### src/rtl/mac_array_datapath_if.sv
// Operand/result bundle between the conv controller, external memory and the MAC array.
// Latency: none, this is wiring only.
// Backpressure: none; the array accepts one operand set per cycle.
interface mac_array_datapath_if #(
   parameter int IO_DATA_WIDTH      = 16,
   parameter int ACCUMULATION_WIDTH = 32,
   parameter int NB_LANES           = 4,
   parameter int ADDR_WIDTH         = 20,
   parameter int SHIFT_WIDTH        = $clog2(ACCUMULATION_WIDTH)
);
   logic                                   in_valid;
   logic [IO_DATA_WIDTH-1:0]               a_in;
   logic [NB_LANES*IO_DATA_WIDTH-1:0]      b_in;
   logic [1:0]                             acc_mode;
   logic                                   wb_en;
   logic [ADDR_WIDTH-1:0]                  wb_addr;
   logic [NB_LANES*ACCUMULATION_WIDTH-1:0] psum_in;
   logic [SHIFT_WIDTH-1:0]                 out_shift;
   logic                                   clear_overflow;
   logic                                   out_valid;
   logic [ADDR_WIDTH-1:0]                  out_addr;
   logic [NB_LANES*ACCUMULATION_WIDTH-1:0] acc_out;
   logic [NB_LANES*IO_DATA_WIDTH-1:0]      q_out;
   logic                                   overflow;

   modport master (
      output in_valid, a_in, b_in, acc_mode, wb_en, wb_addr, psum_in, out_shift, clear_overflow,
      input  out_valid, out_addr, acc_out, q_out, overflow
   );

   modport slave (
      input  in_valid, a_in, b_in, acc_mode, wb_en, wb_addr, psum_in, out_shift, clear_overflow,
      output out_valid, out_addr, acc_out, q_out, overflow
   );
endinterface

### src/rtl/mac_array_datapath.sv
// NB_LANES signed MAC lanes sharing one activation, with aligned external psum and per-lane requantisation.
// Latency: PSUM_LATENCY+2 cycles from in_valid to out_valid / acc update.
// Backpressure: none; one operation accepted every cycle, bubbles pass through as valid=0.
module mac_array_datapath #(
   parameter int IO_DATA_WIDTH      = 16,
   parameter int ACCUMULATION_WIDTH = 32,
   parameter int NB_LANES           = 4,
   parameter int PSUM_LATENCY       = 1,
   parameter int ADDR_WIDTH         = 20,
   parameter int SHIFT_WIDTH        = $clog2(ACCUMULATION_WIDTH)
) (
   input logic               clk,
   input logic               arst_n_in,
   mac_array_datapath_if.slave bus
);
   localparam int IW = IO_DATA_WIDTH;
   localparam int AW = ACCUMULATION_WIDTH;
   localparam int PW = 2 * IO_DATA_WIDTH;
   localparam int L  = PSUM_LATENCY;

   typedef struct packed {
      logic                  vld;
      logic [1:0]            mode;
      logic                  wb;
      logic [ADDR_WIDTH-1:0] addr;
      logic [IW-1:0]         a;
      logic [NB_LANES*IW-1:0] b;
   } dline_t;

   dline_t dl_in;
   dline_t dl [L];
   dline_t dal;

   logic signed [IW-1:0] a_s;
   logic signed [IW-1:0] b_s      [NB_LANES];
   logic signed [PW-1:0] mul_full [NB_LANES];

   logic                  p_vld;
   logic                  p_wb;
   logic                  p_use_acc;
   logic [ADDR_WIDTH-1:0] p_addr;
   logic signed [AW-1:0]  prod [NB_LANES];
   logic signed [AW-1:0]  base [NB_LANES];

   logic signed [AW-1:0]  acc     [NB_LANES];
   logic signed [AW-1:0]  opnd    [NB_LANES];
   logic signed [AW-1:0]  sum     [NB_LANES];
   logic [NB_LANES-1:0]   lane_ovf;
   logic signed [AW-1:0]  shifted [NB_LANES];
   logic [IW-1:0]         q_lane  [NB_LANES];
   logic [SHIFT_WIDTH-1:0] shamt;

   // Pack the incoming operand set into one delay-line record.
   always_comb begin
      dl_in      = '0;
      dl_in.vld  = bus.in_valid;
      dl_in.mode = bus.acc_mode;
      dl_in.wb   = bus.wb_en;
      dl_in.addr = bus.wb_addr;
      dl_in.a    = bus.a_in;
      dl_in.b    = bus.b_in;
   end

   // Delay line: operands move only with a valid, bubbles just clear the valid bit.
   always_ff @(posedge clk or negedge arst_n_in) begin
      if (!arst_n_in) begin
         for (int s = 0; s < L; s++) dl[s] <= '0;
      end else begin
         if (dl_in.vld) dl[0] <= dl_in;
         else           dl[0].vld <= 1'b0;
         for (int s = 1; s < L; s++) begin
            if (dl[s-1].vld) dl[s] <= dl[s-1];
            else             dl[s].vld <= 1'b0;
         end
      end
   end

   assign dal = dl[L-1];

   // Full-precision signed products of the aligned operand set.
   always_comb begin
      a_s = dal.a;
      for (int i = 0; i < NB_LANES; i++) begin
         b_s[i]      = dal.b[i*IW +: IW];
         mul_full[i] = PW'(a_s) * PW'(b_s[i]);
      end
   end

   // Product/base stage: psum_in is sampled here and only for a valid mode-2 op.
   always_ff @(posedge clk or negedge arst_n_in) begin
      if (!arst_n_in) begin
         p_vld     <= 1'b0;
         p_wb      <= 1'b0;
         p_use_acc <= 1'b0;
         p_addr    <= '0;
         for (int i = 0; i < NB_LANES; i++) begin
            prod[i] <= '0;
            base[i] <= '0;
         end
      end else begin
         p_vld <= dal.vld;
         if (dal.vld) begin
            p_wb      <= dal.wb;
            p_addr    <= dal.addr;
            p_use_acc <= dal.mode[0];
            for (int i = 0; i < NB_LANES; i++) begin
               prod[i] <= AW'(mul_full[i]);
               base[i] <= (dal.mode == 2'd2) ? $signed(bus.psum_in[i*AW +: AW]) : '0;
            end
         end
      end
   end

   // Adder feedback reads acc directly so back-to-back accumulation sees last cycle's sum.
   always_comb begin
      for (int i = 0; i < NB_LANES; i++) begin
         opnd[i]     = p_use_acc ? acc[i] : base[i];
         sum[i]      = opnd[i] + prod[i];
         lane_ovf[i] = (opnd[i][AW-1] == prod[i][AW-1]) && (sum[i][AW-1] != opnd[i][AW-1]);
      end
   end

   // Accumulate stage with sticky overflow; a new overflow beats a simultaneous clear.
   always_ff @(posedge clk or negedge arst_n_in) begin
      if (!arst_n_in) begin
         bus.out_valid <= 1'b0;
         bus.out_addr  <= '0;
         bus.overflow  <= 1'b0;
         for (int i = 0; i < NB_LANES; i++) acc[i] <= '0;
      end else begin
         bus.out_valid <= p_vld & p_wb;
         bus.overflow  <= (p_vld & (|lane_ovf)) | (bus.overflow & ~bus.clear_overflow);
         if (p_vld) begin
            bus.out_addr <= p_addr;
            for (int i = 0; i < NB_LANES; i++) acc[i] <= sum[i];
         end
      end
   end

   assign shamt = bus.out_shift;

   // Requantise: arithmetic shift, then clamp when the dropped high bits are not pure sign.
   always_comb begin
      for (int i = 0; i < NB_LANES; i++) begin
         shifted[i] = acc[i] >>> shamt;
         if ((&shifted[i][AW-1:IW-1]) || !(|shifted[i][AW-1:IW-1]))
            q_lane[i] = shifted[i][IW-1:0];
         else if (shifted[i][AW-1])
            q_lane[i] = {1'b1, {(IW-1){1'b0}}};
         else
            q_lane[i] = {1'b0, {(IW-1){1'b1}}};
      end
   end

   for (genvar g = 0; g < NB_LANES; g++) begin : g_lane
      assign bus.acc_out[g*AW +: AW] = acc[g];
      assign bus.q_out[g*IW +: IW]   = q_lane[g];
   end
endmodule

### src/flat_wrapper.sv
// flat-port wrapper written by rule: the top's interface ports become plain ports
module mac_array_datapath_flat 
#(
   parameter int IO_DATA_WIDTH      = 16,
   parameter int ACCUMULATION_WIDTH = 32,
   parameter int NB_LANES           = 4,
   parameter int PSUM_LATENCY       = 1,
   parameter int ADDR_WIDTH         = 20,
   parameter int SHIFT_WIDTH        = $clog2(ACCUMULATION_WIDTH)
)
  (clk, arst_n_in, bus_in_valid, bus_a_in, bus_b_in, bus_acc_mode, bus_wb_en, bus_wb_addr, bus_psum_in, bus_out_shift, bus_clear_overflow, bus_out_valid, bus_out_addr, bus_acc_out, bus_q_out, bus_overflow);
  mac_array_datapath_if #(.IO_DATA_WIDTH(IO_DATA_WIDTH), .ACCUMULATION_WIDTH(ACCUMULATION_WIDTH), .NB_LANES(NB_LANES), .ADDR_WIDTH(ADDR_WIDTH), .SHIFT_WIDTH(SHIFT_WIDTH)) bus_i ();
  input logic clk;
  input logic arst_n_in;
  input wire logic [$bits(bus_i.in_valid)-1:0] bus_in_valid;
  input wire logic [$bits(bus_i.a_in)-1:0] bus_a_in;
  input wire logic [$bits(bus_i.b_in)-1:0] bus_b_in;
  input wire logic [$bits(bus_i.acc_mode)-1:0] bus_acc_mode;
  input wire logic [$bits(bus_i.wb_en)-1:0] bus_wb_en;
  input wire logic [$bits(bus_i.wb_addr)-1:0] bus_wb_addr;
  input wire logic [$bits(bus_i.psum_in)-1:0] bus_psum_in;
  input wire logic [$bits(bus_i.out_shift)-1:0] bus_out_shift;
  input wire logic [$bits(bus_i.clear_overflow)-1:0] bus_clear_overflow;
  output wire logic [$bits(bus_i.out_valid)-1:0] bus_out_valid;
  output wire logic [$bits(bus_i.out_addr)-1:0] bus_out_addr;
  output wire logic [$bits(bus_i.acc_out)-1:0] bus_acc_out;
  output wire logic [$bits(bus_i.q_out)-1:0] bus_q_out;
  output wire logic [$bits(bus_i.overflow)-1:0] bus_overflow;
  assign bus_i.in_valid = bus_in_valid;
  assign bus_i.a_in = bus_a_in;
  assign bus_i.b_in = bus_b_in;
  assign bus_i.acc_mode = bus_acc_mode;
  assign bus_i.wb_en = bus_wb_en;
  assign bus_i.wb_addr = bus_wb_addr;
  assign bus_i.psum_in = bus_psum_in;
  assign bus_i.out_shift = bus_out_shift;
  assign bus_i.clear_overflow = bus_clear_overflow;
  assign bus_out_valid = bus_i.out_valid;
  assign bus_out_addr = bus_i.out_addr;
  assign bus_acc_out = bus_i.acc_out;
  assign bus_q_out = bus_i.q_out;
  assign bus_overflow = bus_i.overflow;
  mac_array_datapath #(.IO_DATA_WIDTH(IO_DATA_WIDTH), .ACCUMULATION_WIDTH(ACCUMULATION_WIDTH), .NB_LANES(NB_LANES), .PSUM_LATENCY(PSUM_LATENCY), .ADDR_WIDTH(ADDR_WIDTH), .SHIFT_WIDTH(SHIFT_WIDTH)) u_core (.clk(clk), .arst_n_in(arst_n_in), .bus(bus_i));
endmodule
### config.mk
export PLATFORM = sky130hd
export DESIGN_NAME = mac_array_datapath_flat
export DESIGN_NICKNAME = d
export VERILOG_FILES = /design/src/rtl/mac_array_datapath_if.sv /design/src/rtl/mac_array_datapath.sv /design/src/flat_wrapper.sv
export SDC_FILE = /design/constraint.sdc
export NUM_CORES = 2
export LEC_CHECK = 0
export ABC_AREA = 0
export CORE_MARGIN = 3
export CORE_UTILIZATION = 43
export CTS_CLUSTER_DIAMETER = 60
export DETAILED_ROUTE_END_ITERATION = 8
export GPL_TIMING_DRIVEN = 1
export PLACE_DENSITY_LB_ADDON = 0.25
export SYNTH_ARGS = -nofsm -noshare
export SYNTH_HDL_FRONTEND = slang
export SYNTH_SLANG_ARGS = --single-unit
### constraint.sdc
create_clock -name clk -period 6.17 [get_ports clk]
set_input_delay 0.9255 -clock clk [delete_from_list [all_inputs] [get_ports clk]]
set_output_delay 0.9255 -clock clk [all_outputs]
set_load 0.01 [all_outputs]
# After elaboration in Yosys (flattened, before gate mapping)
# Cells that the tools add are included.
classes:
  n_addsub: 4
  n_mul: 4
  n_eq_ne: 9
  shift: 4
  n_mux: 17
  bitwise: 5
  n_reduce_logical: 21
op_table:
  columns: ["operator", "count"]
  rows:
  - ["$mux 32", 8]
  - ["$add 32x32->32", 4]
  - ["$mul 16x16->32", 4]
  - ["$mux 16", 8]
  - ["$sshr 32x5->32", 4]
  - ["$reduce_and 17->1", 4]
  - ["$reduce_or 17->1", 4]
  - ["$eq 1x1->1", 4]
  - ["$logic_and 1x1->1", 4]
  - ["$logic_not 1->1", 4]
  - ["$logic_or 1x1->1", 4]
  - ["$ne 1x1->1", 4]
  - ["$reduce_or 4->1", 1]
  - ["$and 1x1->1", 3]
  - ["$eq 2x2->1 const B", 1]
  - ["$mux 1", 1]
  - ["$not 1->1", 1]
  - ["$or 1x1->1", 1]
word_totals:
  regBits: 533
  out_inout_bits: 214
  word_cells: 89

# Logic depth before layout (Yosys ltp)
depth:
  depth_word: 7
  depth_mapped: 25

# Worst setup path after synthesis
# No wires, ideal clock.
synth_path:
  kind: "register to register"
  from: "register u_core.dl, in the netlist u_core.a_s[7]"
  to: "register u_core.prod[63] (netlist name)"
  arrival_time_ps: 6325
  slack_ps: -241
  stages_incl_launch_ff: 25
  n_path_buf: 2
  period_less_slack_ps: 6411
  path_cell_list: "dfrtp_1 -> clkbuf_1 -> clkbuf_1 -> nand2_1 -> fa_1 -> inv_1 -> fa_1 -> inv_1 -> fa_1 -> inv_1 -> fa_1 -> fa_1 -> inv_1 -> fa_1 -> inv_1 -> ha_1 -> and2_1 -> a311oi_1 -> o22ai_1 -> a31oi_1 -> o21ai_1 -> o211a_1 -> o31ai_1 -> or4b_1 -> o211ai_1"
synth_between:
  elab_chain_cells: 1
synth_lines:
  columns: ["item", "line", "text"]
  rows:
  - ["start, declared", "mac_array_datapath.sv:31", "dline_t dl [L];"]
  - ["$mul 16x16->32", "mac_array_datapath.sv:85", "mul_full[i] = PW'(a_s) * PW'(b_s[i]);"]
  - ["end signal, assigned by index", "mac_array_datapath.sv:107", "prod[i] <= AW'(mul_full[i]);"]
  - ["end, declared", "mac_array_datapath.sv:42", "logic signed [AW-1:0] prod [NB_LANES];"]
# No other way between the ends.
# A chain may end at the register's enable or synchronous reset.

# Worst setup path in the final report
# Same ends and word-level chain as after synthesis.

==> out/qor.yml <==
status: "completed"
cts_buffers: 80
clk_path_buf_depth: 3
required_ns: 6.78
ys.flop_type: "dfrtp_1"
setup_viol: 0
ctsHoldBuffers: 0
via_count: 57600
synthSimpleGateAreaFrac_pct: 13.0
finalWirelength_um: 231000
drv_cap: 0
die_h_um: 419
placed_area_um2: 82700
cpMostUsedCell: "fa_1"
synthMuxAreaShare_pct: 10.5
hold_class: "in -> async"
synth_common_cells: "1,223 x inv_1, 1,052 x fa_1, 835 x nand2_1"
grt_usage_pct: 26.2
worst_path_largest_cell_delay_ns: 0.56
yosysMostFrequentCell: "inv_1"
r2r_cells: 23
htreeDepth: 3
root_buffer: "clkbuf_16"
tightest_slew_ns: 1.25
drt_first_pass_iters: 6
yosysUniqueCellTypes: 91
setup.worst_path.start_class: "flop"
worst_setup_path_end_kind: "flop"
crit_chain: "buf_12 -> buf_6 -> and2_4 -> fa_1 -> inv_1 -> fa_2 -> fa_1 -> inv_2 -> fa_1 -> fa_1 -> inv_2 -> fa_1 -> inv_2 -> ha_4 -> a21o_1 -> a311oi_2 -> o22ai_2 -> a31oi_4 -> o21ai_2 -> o211a_1 -> o31ai_2 -> or4b_4 -> o211ai_1"
synth_area_leaders: "fa_1 29%, dfrtp_1 18%, ha_1 7.7%"
dpl.hpwl_um: 185000
insertion_delay_ns: 0.72
synth_compound_area_share_pct: 10.7
fin_crit_sh_pct: 99.9
globalplace.congestion: 0.950
finalCriticalPeriod_ns: 6.17
clk_pin_slew_ns: 0.06
reg2reg_to: "u_core.prod[63]"
syn-cell-area_um2: 73200
start_util_pct: 43.5
synth_top_family_by_area: "adder cells"
io_buffers: 453
fillers: 15200
finalHoldViolations: 0
crit_type: "reg -> reg"
r2r-start: "u_core.a_s[7]"
drtIter0Drc: 4197
die_w_um: 419
design_area_um2: 87300
area_delta_synth_final_pct: 19.3
avgViaCountPerCell: 5.46
hold_ws_ns: 0.204
die-area_um2: 175000
ant_nets: 0
synth_fp_nets: 9348
drive_gt1_share_pct: 17.6
synth-seq-cells: 533
synth_xor_area_share_pct: 2.40
final_nets: 10000
io_pins: 454
drv_slew: 0
final.setup_skew_ns: 0.0437
critPathBufInv: 6
r2r_setup_slack_ns: 0.005
drc: 0
syn_area_per_cell_um2: 9.63
grt_start_max_net_pins: 135
row_count: 150
cts_tree: "built"
synth_adder_area_share_pct: 36.5
antenna_found_initial: 16
fmax_mhz: 162
cp_slowest_cell: "fa_1"
grt_pass1_vias: 59100
synth-seq-area-share_pct: 18.2
overflow: 0
async_flop_share_pct: 100
netlist.area_leader.share_pct: 28.8
ys.warnings.count: 0
grt_pass1_wl_um: 354000
netlist_instances: 7604
synth_edf_count: 0
cts_sinks: 533
crit_fanout: 8
rsz0062_at_grt: "true"
slew_headroom_pct: 16.2
critPathArrivalTime_ns: 6.78
critPathTopFamily: "adder cells"
yosysTopAreaCell: "fa_1"
core_area_um2: 168000
totalNegativeSetupSlack_ns: 0
avgRoutedWirePerCell_um: 21.9
==> how the worst max path moves through the flow <==
stage,start,to,slack [ns],cells past startpoint
2_1_floorplan,u_core.a_s[6],u_core.prod[63],0.005,24
3_3_place_gp,u_core.b_s[33],u_core.prod[90],-0.26,22
3_5_place_dp,u_core.b_s[33],u_core.prod[90],-0.25,22
4_1_cts,u_core.a_s[10],u_core.prod[83],-0.05,26
5_1_grt,u_core.a_s[7],u_core.prod[63],-0.22,23
6_report,u_core.a_s[7],u_core.prod[63],0.005,23
==> cell usage in the layout, fill, tap and decap left out, types with 33 or more instances in the layout <==
| master | synthesis | routed |
|---|---|---|
| inv_1 | 1223 | 1193 |
| fa_1 | 1052 | 1012 |
| nand2_1 | 835 | 823 |
| dfrtp_1 | 533 | 496 |
| and2_1 | 508 | 492 |
| clkdlybuf4s50_1 | 0 | 447 |
| buf_4 | 10 | 443 |
| mux2_2 | 440 | 440 |
| ha_1 | 452 | 428 |
| a21oi_1 | 296 | 265 |
| nor2_1 | 264 | 258 |
| o21ai_0 | 204 | 188 |
| xnor2_1 | 157 | 155 |
| a22o_1 | 128 | 128 |
| mux2i_1 | 109 | 109 |
| a21o_1 | 93 | 93 |
| clkbuf_16 | 0 | 85 |
| nand3_1 | 71 | 64 |
| mux4_2 | 58 | 58 |
| o21a_1 | 50 | 49 |
| nand2b_1 | 45 | 44 |
| a211oi_1 | 44 | 42 |
| xor2_1 | 44 | 41 |
| buf_12 | 6 | 41 |
| nor3_1 | 44 | 40 |
| fa_2 | 0 | 40 |
| o211ai_1 | 35 | 35 |
| dfrtp_2 | 0 | 34 |
| o221ai_1 | 35 | 33 |
| buf_6 | 10 | 33 |
==> per-stage QoR <==
stage	util [%]	setup slack, ns	instances
global placement	49.2	-0.263	10300
detailed placement	49.2	-0.248	10300
CTS	50.9	-0.0451	10500
floorplan	-	0.00454	7604
global route	51.9	-0.222	10500
finish	51.9	0.00459	10500
==> state kept, by name, indices dropped and copies added, names as in the netlist <==
signal                count
u_core.base             128
u_core.bus.acc_out      128
u_core.prod             128
u_core.b_s               64
u_core.dal               24
u_core.bus.out_addr      20
u_core.p_addr            20
u_core.a_s               16
u_core.bus.out_valid      1
u_core.bus.overflow       1
u_core.p_use_acc          1
u_core.p_vld              1
u_core.p_wb               1
==> area by class of cell <==
class                   count  area (um^2)  share of cell area (%)
diodes                      7         17.5                  0.0201
clock buffers             104         2220                    2.54
clock inverters            43          513                   0.588
well taps                2204         2760                    3.16
flip-flops and latches    533        13400                    15.3
inverters                1226         4610                    5.28
repair buffers            978         9250                    10.6
multi-input cells        5441        54600                    62.5
==> metal layers <==
layer,track usage (%),vias up,routed length [um]
met2,39.0,1878,100000
met5,0,-,57
met3,4.66,328,16200
met1,38.2,29200,106000
li1,-,26100,-
met4,9.14,8,8850
==> kinds of logic after synthesis <==
family / Yosys count
simple gates: 1964
buf+inv: 1630
fa+ha+maj: 1504
compound gates: 1153
mux: 619
flops: 533
xor+xnor: 201
==> timing repair <==
item                                    in CTS  in global routing
endpoints found under the hold margin        0                  0
cloned                                       0                  5
endpoints found under the setup margin      19                 54
resized for setup                           42                297
setup buffers                                8                 53
pin swaps                                    5                161
Power is left out: the tool's default activity adds up to more than one toggle a clock period on the data nets, which glitch-free logic cannot reach.
